$ cat src/rtl/sync_sdp_ram.sv
// Single-clock simple-dual-port RAM with lane write enables, selectable read-during-write,
// optional output register and a zero-fill sweep after reset.
module sync_sdp_ram #(
    parameter int DSIZE    = 8,
    parameter int ASIZE    = 4,
    parameter int LANE_W   = 8,
    parameter int RDW_MODE = 0,
    parameter int OUT_REG  = 0
) (
    input  logic                      clk,
    input  logic                      rst,
    input  logic                      wen,
    input  logic [ASIZE-1:0]          waddr,
    input  logic [DSIZE-1:0]          wdata,
    input  logic [DSIZE/LANE_W-1:0]   wbe,
    input  logic                      wfull,
    input  logic                      ren,
    input  logic [ASIZE-1:0]          raddr,
    output logic [DSIZE-1:0]          rdata,
    output logic                      rvalid,
    output logic                      init_done
);
    localparam int DEPTH = 1 << ASIZE;
    localparam int LANES = DSIZE / LANE_W;

    typedef enum logic {ST_INIT, ST_RUN} state_t;

    logic [DSIZE-1:0] mem [DEPTH];

    state_t           state_q, state_d;
    logic [ASIZE-1:0] cnt_q, cnt_d;
    logic             init_done_q, init_done_d;
    logic [DSIZE-1:0] rd1_data_q, rd1_data_d;
    logic             rd1_vld_q, rd1_vld_d;
    logic [DSIZE-1:0] rd2_data_q, rd2_data_d;
    logic             rd2_vld_q, rd2_vld_d;

    logic             run, wr_acc, rd_acc;
    logic             wr_en;
    logic [ASIZE-1:0] wr_addr;
    logic [DSIZE-1:0] wr_data, old_word, wold_word, merged_word, rd_word;

    // Lane merge of the incoming write with the word currently at waddr.
    for (genvar i = 0; i < LANES; i++) begin : g_lane
        assign merged_word[i*LANE_W +: LANE_W] = wbe[i] ? wdata[i*LANE_W +: LANE_W]
                                                        : wold_word[i*LANE_W +: LANE_W];
    end

    always_comb begin
        run       = (state_q == ST_RUN);
        wr_acc    = run && wen && !wfull;
        rd_acc    = run && ren;
        old_word  = mem[raddr];
        wold_word = mem[waddr];
        rd_word   = (RDW_MODE != 0 && wr_acc && waddr == raddr) ? merged_word : old_word;

        // The sweep owns the write port until it finishes.
        wr_en   = run ? wr_acc : 1'b1;
        wr_addr = run ? waddr : cnt_q;
        wr_data = run ? merged_word : '0;

        state_d     = state_q;
        cnt_d       = cnt_q;
        init_done_d = init_done_q;
        if (!run) begin
            cnt_d = cnt_q + 1'b1;
            if (&cnt_q) begin
                state_d     = ST_RUN;
                init_done_d = 1'b1;
            end
        end

        rd1_vld_d  = rd_acc;
        rd1_data_d = rd_acc ? rd_word : rd1_data_q;
        rd2_vld_d  = rd1_vld_q;
        rd2_data_d = rd1_vld_q ? rd1_data_q : rd2_data_q;
    end

    always_ff @(posedge clk) begin
        if (wr_en) mem[wr_addr] <= wr_data;
    end

    always_ff @(posedge clk) begin
        if (rst) begin
            state_q     <= ST_INIT;
            cnt_q       <= '0;
            init_done_q <= 1'b0;
            rd1_data_q  <= '0;
            rd1_vld_q   <= 1'b0;
            rd2_data_q  <= '0;
            rd2_vld_q   <= 1'b0;
        end else begin
            state_q     <= state_d;
            cnt_q       <= cnt_d;
            init_done_q <= init_done_d;
            rd1_data_q  <= rd1_data_d;
            rd1_vld_q   <= rd1_vld_d;
            rd2_data_q  <= rd2_data_d;
            rd2_vld_q   <= rd2_vld_d;
        end
    end

    assign rdata     = (OUT_REG != 0) ? rd2_data_q : rd1_data_q;
    assign rvalid    = (OUT_REG != 0) ? rd2_vld_q  : rd1_vld_q;
    assign init_done = init_done_q;
endmodule

$ cat config.mk
export PLATFORM = sky130hd
export DESIGN_NAME = sync_sdp_ram
export DESIGN_NICKNAME = d
export VERILOG_FILES = /design/src/rtl/sync_sdp_ram.sv
export SDC_FILE = /design/constraint.sdc
export NUM_CORES = 1
export LEC_CHECK = 0
export ABC_AREA = 0
export CAP_MARGIN = 20
export CORE_UTILIZATION = 54
export CTS_CLUSTER_SIZE = 28
export DETAILED_ROUTE_END_ITERATION = 16
export GPL_TIMING_DRIVEN = 0
export PLACE_DENSITY = 0.87
export SETUP_SLACK_MARGIN = 0.15
export SYNTH_ARGS = -nofsm -noshare
export SYNTH_HDL_FRONTEND = slang
export SYNTH_SLANG_ARGS = --single-unit
export TNS_END_PERCENT = 30
$ cat constraint.sdc
create_clock -name clk -period 2.2 [get_ports clk]
set_input_delay 0.55 -clock clk [delete_from_list [all_inputs] [get_ports clk]]
set_output_delay 0.55 -clock clk [all_outputs]
set_load 0.02 [all_outputs]
==> metrics <==
Place WS -1370 ps; Seq/Total Area, Yosys 0.613; clock latency on the worst-skew pair 430 ps; GRT Overall Usage 0.326; root buf cell clkbuf_16; Cells after Synth 446; full die area 13000 um^2; share of cells above drive strength 1 0.275; # setup viols final 0; CTS tree done; initial antenna violation count 0; Critical Path Max Stage Delay 320 ps; Setup CP Type primary input to flop; relative slew slack 0.385; Worst Max-Slew Pin Slew 922 ps; Buf+Inv Stages, Crit Path 3; P_leak 3.12 nW; worst endpoint required time 2270 ps; routed via count 4838; ys async rst share 0; Syn Std Cell Area 6760 um^2; Avg Inst Size Synth 15.1 um^2; CP Capture Type flop; I/O pin cnt 32; post-synthesis cell type count 35; clk buf depth 2; Initial Util 0.558; port bufs 26; synth top area cells edfxtp_1, mux2i_1, mux4_2, dfxtp_1, a22oi_1; Synth area leader edfxtp_1; Detail Route Antenna Nets 0; Critical Path Sink mem[4][1]; most frequent cells in the layout edfxtp_1, mux2i_1, a22oi_1; max-slew violations 0; RSZ-0062 raised after global routing true; CTS Sinks 143; synthesized flop and latch total 143; min cycle time layout 2140 ps; Post-synth EDFFs 128; CTS H-tree depth 4; final wirelength 20.8 mm; CTS buffer count 17; first-pass GRT wire length 29.0 mm; FILL cells 773; R2R cell count 4; wire per inst 29.9 um; Layout Nets 537; R2R Setup Slk 90 ps; P per Cell Area 740 nW/um^2; Startpoint Class primary input; chip width 114 um; GR Overflow Total 0; Worst Skew 7.15 ps; Die H 114 um; worst hold slack 473 ps; ys flop type edfxtp_1; kind of cell adding the most delay to the critical path buffers and inverters; Critical-path top delay cell clkdlybuf4s15_2; outcome finished, final reports clean; crit-path max FO 16; final hold viol count 0; Synth top area share 0.569; hpwl dp 11.7 mm; FF-to-FF End mem[8][5]; critical path launch point waddr[1]; Initial DRT Pass Iterations 7; Max Cap Violations 0; Data arrival, critical path 2210 ps; Rows 40; Worst R2R Start run; final worst slack 56.6 ps; CP Cell Sequence clkdlybuf4s15_2 -> nor2b_1 -> clkbuf_2 -> clkbuf_4 -> a21oi_1 -> nand3_1 -> nand3_2; peak supply drop 0.756 mV; area delta synth->final 25.4%; worst min-delay path category flop to flop; hold_buf cts 0; largest net degree at the start of global routing 17; Starting DRT DRC Count 726; fmax 467 MHz; n_diodes 0; final worst path period share 0.974; yosys synthesis warning count 0; vias in the first global route 4791; Placeable Area 12100 um^2; critical path depth 7; gp weighted congestion 0.938; Clk pin slew, worst setup/hold paths 60 ps; most common cell after layout, fill and taps aside edfxtp_1; Synth Net Count 469; DR vias/cell 6.96; # DRC 0; setup TNS 0 ps
[worst min path at each step]
stage,startpoint,endpoint,cells past startpoint
2_1_floorplan,rdata[1],rdata[1],2
3_3_place_gp,init_done,init_done,2
3_5_place_dp,rdata[1],rdata[1],2
4_1_cts,rst,run,2
5_1_grt,rst,cnt_q[0],2
6_report,init_done,init_done,2
[power breakdown]
part	leakage [nW]	internal, mW	switching, mW	total, mW
combinational	1.50	0.249	0.317	0.566
sequential	1.35	2.98	0.0370	3.02
clock	0.262	1.55	1.13	2.68
total	3.12	4.78	1.48	6.27
[metrics by stage]
stage | cell area, um^2 | cells | util | power (mW)
after CTS | 8290 | 688 | 0.685 | 6.19
final | 8470 | 695 | 0.699 | 6.27
after floorplan | 6760 | 446 | - | 3.36
after global routing | 8470 | 695 | 0.699 | 6.41
after global placement | 7230 | 640 | 0.597 | 3.50
after detailed placement | 7230 | 641 | 0.597 | 3.52
[per-layer routing]
layer	track usage	vias to the layer above	wire length, um
met5	0	-	0
met4	0.169	0	1270
met3	0.0999	119	2470
met2	0.521	428	9920
met1	0.402	2364	7100
li1	-	1927	-
[what timing repair did]
item / CTS / global route
resized for setup: 87 / 15
pin swaps: 13 / 6
buffers inserted: 12 / 7
gates cloned: 3 / 0
endpoints found under the setup margin: 256 / 208
[synth_stat cells, types with 3 or more instances]
library cell and number:
a21oi_1 11, a22oi_1 31, a31oi_1 4, and2_1 4, buf_1 5, buf_2 7
buf_4 5, clkbuf_1 11, dfxtp_1 15, edfxtp_1 128, mux2_2 9, mux2i_1 77
mux4_1 8, mux4_2 21, nand2_1 25, nand3_1 25, nor2_1 27, nor2b_1 3
o21ai_0 3, o21ai_1 6
[flip-flops by register name, indices dropped and copies added (netlist names)]
signal and cells:
rdata 8, run 1, rvalid 1, mem 128, cnt_q 4, init_done 1
[cells by family (layout without fill, tap and decap cells)]
logic type | count (synthesis) | in the layout | synth area share
muxes | 116 | 116 | 0.234
adders and majority gates | 1 | 1 | 0.00185
buffers and inverters | 32 | 110 | 0.0254
AOI/OAI and AO/OA | 57 | 57 | 0.0554
DFF | 143 | 143 | 0.613
xor gates and xnor gates | 3 | 3 | 0.00389
and+or+nand+nor | 94 | 97 | 0.0663
[tightest hold or removal path, cell delays in order (launching register included)]
cell     delay (ps)
dfxtp_1         320
a31oi_1          40
nor2_1           70
[cell type report]
| type | instances | area (um^2) | area share |
|---|---|---|---|
| Buffer | 30 | 241 | 0.0285 |
| Clock buffer | 18 | 429 | 0.0507 |
| Clock inverter | 14 | 115 | 0.0136 |
| Inverter | 2 | 7.51 | 0.000886 |
| Multi-Input combinational cell | 274 | 2770 | 0.327 |
| Sequential cell | 143 | 4140 | 0.489 |
| Tap cell | 168 | 210 | 0.0248 |
| Timing Repair Buffer | 46 | 553 | 0.0653 |
(Power assumes the default switching activity.)
